File: src/rtl/branch_resolve_unit.sv
// Resolves up to LANES EXE branches/cycle; redirect and ds_nullify are registered (1 cycle); BPU update FIFO drains on valid/ready, drops on full.
// Optional BRANCH_LIKELY_EN: not-taken likely branches pulse ds_nullify; otherwise ex_likely is ignored and ds_nullify stays 0.
module branch_resolve_unit #(
    parameter int LANES     = 2,
    parameter int UPD_DEPTH = 8
) (
    input  logic                clk,
    input  logic                rst,
    input  logic                ex_stall,
    input  logic [LANES-1:0]    ex_valid,
    input  logic [3*LANES-1:0]  ex_br_code,
    input  logic [LANES-1:0]    ex_likely,
    input  logic [32*LANES-1:0] ex_op_a,
    input  logic [32*LANES-1:0] ex_op_b,
    input  logic [32*LANES-1:0] ex_pc,
    input  logic [32*LANES-1:0] ex_br_addr,
    input  logic [32*LANES-1:0] ex_jump_addr,
    input  logic [LANES-1:0]    ex_pred_taken,
    input  logic [32*LANES-1:0] ex_pred_target,
    output logic                redirect_valid,
    output logic [31:0]         redirect_pc,
    output logic                ds_nullify,
    output logic                upd_valid,
    input  logic                upd_ready,
    output logic [31:0]         upd_pc,
    output logic [31:0]         upd_target,
    output logic                upd_taken,
    output logic [7:0]          upd_drop_cnt
);
    localparam int PW = $clog2(UPD_DEPTH);
    localparam int CW = PW + 1;
    localparam int XW = (CW > 4) ? CW : 4;

    typedef enum logic {IDLE, FLUSH} state_t;

    state_t            state_q;
    logic              redirect_valid_q, ds_nullify_q;
    logic [31:0]       redirect_pc_q;
    logic [CW-1:0]     wr_ptr_q, wr_ptr_d, rd_ptr_q, rd_ptr_d;
    logic [7:0]        drop_q, drop_d;

    logic [LANES-1:0]  act_dir, lane_mis, resolved, wr_en;
    logic [31:0]       act_tgt [LANES];
    logic [PW-1:0]     wr_slot [LANES];
    logic              resolve_en, mis_hit, nullify_hit, deq;
    logic [31:0]       mis_tgt;
    logic [CW-1:0]     used, free;
    logic [3:0]        cnt_res, cnt_enq, cnt_drop;
    logic [8:0]        drop_sum;

    logic [31:0]       pc_mem  [UPD_DEPTH];
    logic [31:0]       tgt_mem [UPD_DEPTH];
    logic              tk_mem  [UPD_DEPTH];

    genvar g;
    for (g = 0; g < LANES; g++) begin : g_lane
        logic [31:0] a, b, pc, tgt;
        logic [2:0]  code;
        logic        dir;

        assign a    = ex_op_a[32*g +: 32];
        assign b    = ex_op_b[32*g +: 32];
        assign pc   = ex_pc[32*g +: 32];
        assign code = ex_br_code[3*g +: 3];

        always_comb begin
            case (code)
                3'd0:    dir = (a == b);
                3'd1:    dir = (a != b);
                3'd2:    dir = ~a[31];
                3'd3:    dir = ~a[31] && (a != 32'd0);
                3'd4:    dir = a[31] || (a == 32'd0);
                3'd5:    dir = a[31];
                default: dir = 1'b1;
            endcase
        end

        always_comb begin
            if (code == 3'd6)      tgt = ex_jump_addr[32*g +: 32];
            else if (code == 3'd7) tgt = a;
            else if (dir)          tgt = ex_br_addr[32*g +: 32];
            else                   tgt = pc + 32'd8;
        end

        assign act_dir[g]  = dir;
        assign act_tgt[g]  = tgt;
        assign lane_mis[g] = ex_valid[g] &&
                             ((dir != ex_pred_taken[g]) ||
                              (dir && (tgt != ex_pred_target[32*g +: 32])));
    end

    // Lanes younger than the first mispredict are on the wrong path.
    assign resolve_en = !ex_stall && (state_q == IDLE);

    always_comb begin
        resolved = '0;
        mis_hit  = 1'b0;
        mis_tgt  = '0;
        for (int i = 0; i < LANES; i++) begin
            if (resolve_en && ex_valid[i] && !mis_hit) begin
                resolved[i] = 1'b1;
                if (lane_mis[i]) begin
                    mis_hit = 1'b1;
                    mis_tgt = act_tgt[i];
                end
            end
        end
    end

`ifdef BRANCH_LIKELY_EN
    assign nullify_hit = |(resolved & ~act_dir & ex_likely);
`else
    logic unused_likely;
    assign unused_likely = ^ex_likely;
    assign nullify_hit   = 1'b0;
`endif

    assign used      = wr_ptr_q - rd_ptr_q;
    assign free      = CW'(UPD_DEPTH) - used;
    assign upd_valid = (wr_ptr_q != rd_ptr_q);
    assign deq       = upd_valid && upd_ready;

    // Free space is taken before this cycle's dequeue, so a full FIFO drops even when draining.
    always_comb begin
        cnt_res = '0;
        cnt_enq = '0;
        wr_en   = '0;
        for (int i = 0; i < LANES; i++) begin
            wr_slot[i] = wr_ptr_q[PW-1:0] + PW'(cnt_enq);
            if (resolved[i]) begin
                cnt_res = cnt_res + 4'd1;
                if (XW'(cnt_enq) < XW'(free)) begin
                    wr_en[i] = 1'b1;
                    cnt_enq  = cnt_enq + 4'd1;
                end
            end
        end
        cnt_drop = cnt_res - cnt_enq;
        drop_sum = 9'(drop_q) + 9'(cnt_drop);
        drop_d   = drop_sum[8] ? 8'hFF : drop_sum[7:0];
        wr_ptr_d = wr_ptr_q + CW'(cnt_enq);
        rd_ptr_d = deq ? (rd_ptr_q + CW'(1)) : rd_ptr_q;
    end

    always_ff @(posedge clk) begin
        for (int i = 0; i < LANES; i++) begin
            if (!rst && wr_en[i]) begin
                pc_mem[wr_slot[i]]  <= ex_pc[32*i +: 32];
                tgt_mem[wr_slot[i]] <= act_tgt[i];
                tk_mem[wr_slot[i]]  <= act_dir[i];
            end
        end
    end

    always_ff @(posedge clk) begin
        if (rst) begin
            wr_ptr_q <= '0;
            rd_ptr_q <= '0;
            drop_q   <= '0;
        end else begin
            wr_ptr_q <= wr_ptr_d;
            rd_ptr_q <= rd_ptr_d;
            drop_q   <= drop_d;
        end
    end

    always_ff @(posedge clk) begin
        if (rst) begin
            state_q          <= IDLE;
            redirect_valid_q <= 1'b0;
            redirect_pc_q    <= '0;
            ds_nullify_q     <= 1'b0;
        end else begin
            redirect_valid_q <= 1'b0;
            ds_nullify_q     <= nullify_hit;
            case (state_q)
                IDLE: begin
                    if (mis_hit) begin
                        state_q          <= FLUSH;
                        redirect_valid_q <= 1'b1;
                        redirect_pc_q    <= mis_tgt;
                    end
                end
                default: state_q <= IDLE;
            endcase
        end
    end

    assign redirect_valid = redirect_valid_q;
    assign redirect_pc    = redirect_pc_q;
    assign ds_nullify     = ds_nullify_q;
    assign upd_pc         = pc_mem[rd_ptr_q[PW-1:0]];
    assign upd_target     = tgt_mem[rd_ptr_q[PW-1:0]];
    assign upd_taken      = tk_mem[rd_ptr_q[PW-1:0]];
    assign upd_drop_cnt   = drop_q;

endmodule

File: config.mk
export PLATFORM = sky130hd
export DESIGN_NAME = branch_resolve_unit
export DESIGN_NICKNAME = d
export VERILOG_FILES = /design/src/rtl/branch_resolve_unit.sv
export SDC_FILE = /design/constraint.sdc
export NUM_CORES = 1
export LEC_CHECK = 0
export BUFFER_PORTS_ARGS = -buffer_cell sky130_fd_sc_hd__buf_2
export CAP_MARGIN = 25
export CORE_ASPECT_RATIO = 2
export CORE_UTILIZATION = 35
export DETAILED_ROUTE_END_ITERATION = 12
export HOLD_SLACK_MARGIN = 0.06
export SYNTH_ARGS = -nofsm -noshare
export SYNTH_HDL_FRONTEND = slang
export SYNTH_SLANG_ARGS = --single-unit
File: constraint.sdc
create_clock -name clk -period 8.7 [get_ports clk]
set_input_delay 1.74 -clock clk [delete_from_list [all_inputs] [get_ports clk]]
set_output_delay 1.74 -clock clk [all_outputs]
set_load 0.05 [all_outputs]
## Word level (Yosys, flattened, before mapping)

Memory sizes are Yosys's and may differ from the RTL's. A register that Yosys moved wholly into a read port is not among the register bits.
Index checks and enable logic that the tools add are counted.

| storage, ports and cells | value |
|---|---|
| ROM bits | 0 |
| latch bits | 0 |
| word-level logic and storage cells | 115 |
| output and inout bits | 108 |
| input bits | 400 |
| bits in writable memories | 520 |
| memories kept | 3 |
| register bits | 49 |

| cells by class | value |
|---|---|
| mux-type cells | 40 |
| $lt $le $gt $ge | 2 |
| shift operators | 0 |
| divide/modulo/power cells | 0 |
| reductions and logical operators | 28 |
| multipliers | 0 |
| add/sub/neg operators | 11 |
| equal/unequal tests | 23 |
| bitwise logic cells | 3 |

Memory list:

| name | words | width | rd ports | clocked after memory_dff | wr ports | line | source |
|---|---|---|---|---|---|---|---|
| pc_mem | 8 | 32 | 1 | 1 | 2 | 51 | `logic [31:0] pc_mem [UPD_DEPTH];` |
| tgt_mem | 8 | 32 | 1 | 1 | 2 | 52 | `logic [31:0] tgt_mem [UPD_DEPTH];` |
| tk_mem | 8 | 1 | 1 | 1 | 2 | 53 | `logic tk_mem [UPD_DEPTH];` |

Operators with widths:

| operator | count |
|---|---|
| 32-bit 2-to-1 mux | 10 |
| 32-bit != test | 4 |
| 32-bit by 4-bit adder with 32-bit output (second input constant) | 2 |
| 32-bit == test | 2 |
| 32-bit logical NOT | 2 |
| 32-bit nonzero test | 2 |
| 3-bit == test (second input constant) | 8 |
| 1-bit 2-to-1 mux | 18 |
| 3-bit 2-to-1 mux | 6 |
| 1-bit logical AND | 13 |
| 4-bit by 1-bit adder with 4-bit output (second input constant) | 3 |
| 3-bit by 2-bit == test with 1-bit output (second input constant) | 4 |
| 4-bit 2-to-1 mux | 3 |
| 1-bit one-hot mux with 6 select lines | 2 |
| 8-bit by 4-bit adder with 9-bit output | 1 |
| 8-bit 2-to-1 mux | 1 |
| 4-bit subtractor | 2 |
| 3-bit by 1-bit == test with 1-bit output (second input constant) | 2 |
| 3-bit logical NOT | 2 |
| 4-bit adder | 1 |
| 1-bit logical OR | 4 |
| 1-bit by 4-bit less-than comparator with 1-bit output (first input constant) | 1 |
| 4-bit less-than comparator | 1 |
| 4-bit != test | 1 |
| other kinds (7) | 12 |

## Longest topological paths before layout

| depth | value |
|---|---|
| word-level depth | 19 |
| mapped depth | 32 |
| depth with buffers taken out | 26 |

## Worst setup path after synthesis

OpenSTA, ideal clock, no wires.

| timing path | value |
|---|---|
| path type | input to register |
| start | in ex_op_a[31] |
| end | mem pc_mem[1][0] (enable) |
| buffers on the path | 5 |
| data arrival time | 8454 ps |
| stages | 17 |
| setup slack | -343 ps |
| data required time | 8112 ps |
| cell sequence | buf_2 nor4_1 and4_1 o2111ai_1 and2_1 buf_2 nor3_4 mux2_4 a21oi_4 xnor2_1 or4_1 or3_1 buf_2 buf_6 buf_6 a21o_1 o32ai_1 |

RTL lines:

| what | line | source |
|---|---|---|
| from (decl) | 13 | `input logic [32*LANES-1:0] ex_op_a,` |
| to (decl) | 51 |  |

## Worst setup path in the final report

| timing path | value |
|---|---|
| start | in ex_op_a[25] |
| end | reg drop_q[5] (netlist: upd_drop_cnt[5]) |

| on the way | value |
|---|---|
| word-level cells in the longest chain between the ends | 19 |

RTL lines:

| what | line | source |
|---|---|---|
| 32-bit logical NOT / 32-bit nonzero test (equally long branches) | 72, 71 |  |
| 1-bit logical OR / 1-bit logical AND (equally long branches) | 72, 71 |  |
| 1-bit one-hot mux with 6 select lines | 67 | `case (code)` |
| 32-bit 2-to-1 mux | 81 | `else if (dir) tgt = ex_br_addr[32*g +: 32];` |
| 32-bit 2-to-1 mux | 80 | `else if (code == 3'd7) tgt = a;` |
| 32-bit 2-to-1 mux | 79 | `if (code == 3'd6) tgt = ex_jump_addr[32*g +: 32];` |
| 32-bit != test | 89 | `(dir && (tgt != ex_pred_target[32*g +: 32])));` |
| 1-bit logical AND | 89 |  |
| [... 3 more ...] | - |  |
| 1-bit 2-to-1 mux (*) | 100 | `if (resolve_en && ex_valid[i] && !mis_hit) begin` |
| 1-bit logical NOT (*) | 100 |  |
| 1-bit logical AND (*) | 100 |  |
| 1-bit 2-to-1 mux (*) | 100 |  |
| 4-bit 2-to-1 mux | 130 | `if (resolved[i]) begin` |
| 4-bit subtractor (*) | 138 | `cnt_drop = cnt_res - cnt_enq;` |
| 8-bit by 4-bit adder with 9-bit output (*) | 139 | `drop_sum = 9'(drop_q) + 9'(cnt_drop);` |
| 8-bit 2-to-1 mux (*) | 140 | `drop_d = drop_sum[8] ? 8'hFF : drop_sum[7:0];` |
| to (signal assigned) | 163 | `drop_q <= drop_d;` |
| to (decl) | 40 | `logic [7:0] drop_q, drop_d;` |

Every way passes the cells marked *; elsewhere a longest branch is shown, timed or not.
A chain may end at the register's enable or synchronous reset.

==> reports/metrics.cfg <==
[layout]
fin_util_pct=41.79
fin_cells=4411
mostFrequentLayoutCells=edfxtp_1 (520), buf_2 (504), mux2i_1 (338)
multi_input_area_um2=16330
seqCellArea_um2=16670
layout_commonest_cell=edfxtp_1
synthToLayoutAreaGrowth_pct=18.64
drive_gt1_share_pct=34.99
fillers=9352
stdcell_area_um2=40650
nNetsFinal=3552

[global_routing]
grt_start_max_net_pins=86
antenna_found_initial=27
grt_pass1_vias=26690
top_usage_layer=met2
grt_first_pass_wirelength_mm=202.6
grt_usage_pct=29.07
grt_overflow_total=0
use_met1_pct=34.14
met2_usage_pct=50.73
met3_usage_pct=5.370

[sta]
report.final.slew_viol_count=0
clock.fmax_ghz=0.1264
fin_ws_ns=0.7890
tightest_slew_ns=1.238
finalSetupTns_ns=0
skew_ns=0.01615
setup_violations=0
hold_viol_final=0
grt_setup_unrepaired=no
finalCriticalPeriod_ns=7.911
maxSlewHeadroom_pct=17.47
post-route-period-util_pct=90.93

[placement]
place_hpwl_mm=106.7
place_congestion=0.9539
placed_area_um2=38840
pre_cts_slack_ns=0.1376
portBuffers=504
placed_cells=4300

[power_and_ir_drop]
power_density_nw_per_um2=215.5
power.leakage_nw=13.81
ir_worst_vdd_mv=0.1978

[die]
start_util_pct=35.22
ios=508
core_area_um2=97290
rows=162
dieWidth_um=223.3
dieArea_um2=99240
die_h_um=444.5

[flow_run]
drv_cap=0

[routing]
wire_per_inst_um=33.41
drc=2
dr_total_vias=26940
routed_via_density=6.108
drtPass1Iterations=9
postRouteAntennaNets=0
wl_mm=147.4
drt_iter0_drc=2929

[worst_hold_path]
hold_path.class=reg -> reg
min_from=redirect_pc[17]$_SDFFE_PP0P_

[critical_path]
worstSetupStartpoint=ex_op_a[25]
critPathKind=in -> reg
cp.required_ns=9.20
reg2reg_from=wr_ptr_q[1]$_SDFF_PP0_
arrival_ns=8.41
start_kind=primary input
worstPathMaxFanout=13
end_kind=flop

[clock_network]
htreeDepth=2
cts.clk_slew.worst_paths_ns=0.07
cts_resized=0
post_cts_buffers=0
root_buffer=clkbuf_16
numCtsBuffers=54
clk_path_buf_depth=3
cts_tree=built
clkLatencyLatePin_ns=0.64
clock-sinks=572
hold_buffers=0

[yosys]
seq_area_frac_synth_pct=48.61
ys_ff_latch=572
syn-cell-area_um2=34270
synth_fp_nets=3081
synthArstFlopShare_pct=0
avgSynthCellArea_um2=12.89
synth_cell_types=87
synth_edf_count=520
synthCells=2659
synth_warnings=0
synth_ff_type=edfxtp_1

[run_status]
status=finished with violations
violations=DRC

## final timing paths
| path | end | slack [ns] | depth (start not counted) |
|---|---|---|---|
| worst min register to register | redirect_pc[17]$_SDFFE_PP0P_ | 0.49 | 2 |
| worst min-delay path | redirect_pc[17]$_SDFFE_PP0P_ | 0.49 | 2 |
| worst max register to register | pc_mem[7][23]$_DFFE_PP_ | 2.91 | 15 |
| worst max-delay path | upd_drop_cnt[5]$_SDFF_PP0_ | 0.79 | 25 |
## kinds of logic after synthesis
family	synth area share (%)
buffers and inverters	4.484
XOR/XNOR	4.166
flip-flops	48.61
multiplexers	23.39
AO/OA/AOI/OAI	10.59
adder cells (fa/ha/maj)	0.8909
AND/OR/NAND/NOR	7.861
other	0.01094
## cells in the mapped netlist, types with 20 or more instances
master / number / area share (%)
nand2_1: 130 / 1.4
nor3_1: 28 / 0.41
dfxtp_1: 52 / 3.0
mux2_2: 150 / 4.9
buf_2: 55 / 0.80
o221ai_1: 43 / 1.1
o22ai_2: 30 / 1.1
mux2i_1: 338 / 9.9
nand4_1: 52 / 0.95
xor2_1: 68 / 1.7
nor2b_1: 37 / 0.68
buf_1: 37 / 0.41
a21oi_1: 36 / 0.53
inv_1: 106 / 1.2
mux4_2: 130 / 8.5
nand3b_1: 29 / 0.64
clkbuf_1: 111 / 1.2
xnor2_1: 95 / 2.4
nor2_1: 88 / 0.96
o22ai_1: 48 / 0.88
buf_6: 20 / 0.66
nor4_1: 47 / 0.86
o21ai_0: 31 / 0.45
nand3_1: 31 / 0.45
edfxtp_1: 520 / 46
a22o_1: 96 / 2.5
## report_power, final
group / internal, mW / switching [mW]
Clock: 1.34 / 1.10
Sequential: 3.15 / 0.0886
Combinational: 1.10 / 1.98
## layer usage
metal | wire, µm | part of all wire (%)
met5 | 185 | 0.13
met4 | 8285 | 5.6
met3 | 13480 | 9.1
met2 | 73490 | 50
met1 | 51940 | 35
## flip-flops by register name (all words and copies together) (netlist names), named ones only
name            flops
pc_mem            256
tgt_mem           256
rd_ptr_q            4
redirect_pc        32
tk_mem              8
redirect_valid      1
upd_drop_cnt        8
wr_ptr_q            4
## final cells by class
class | instances | area share, %
tap | 1230 | 3.786
timing repair buffer | 648 | 9.664
clock inverter | 27 | 0.5417
inverter | 108 | 0.9972
clock buffer | 74 | 3.813
antenna | 6 | 0.03693
multi-input combinational | 1746 | 40.16
sequential | 572 | 41.00
## per-stage QoR
step                      hold slack, ns  total power, mW
after floorplan                   0.4984            5.340
after global placement            0.4817            6.375
after CTS                         0.4980            8.806
final                             0.4918            8.762
after detailed placement          0.4878            6.393
after global routing              0.5237            9.026
## critical path: stages
cell	delay, ns
buf_2	0.17
xor2_1	0.18
nor4_1	0.39
nand4_1	0.31
or4_1	0.76
buf_4	0.30
nand3_1	0.18
a221o_1	0.33
xnor2_1	0.20
nand4_1	0.23
or4_1	0.47
or3_2	0.49
a21o_1	0.25
mux2_2	0.31
ha_1	0.21
fa_1	0.59
inv_1	0.06
ha_1	0.26
a21o_1	0.15
a21oi_1	0.20
nor2b_1	0.07
o21ai_0	0.16
buf_4	0.15
xor2_1	0.14
a21oi_1	0.08
Power figures use the tool's default switching activity.
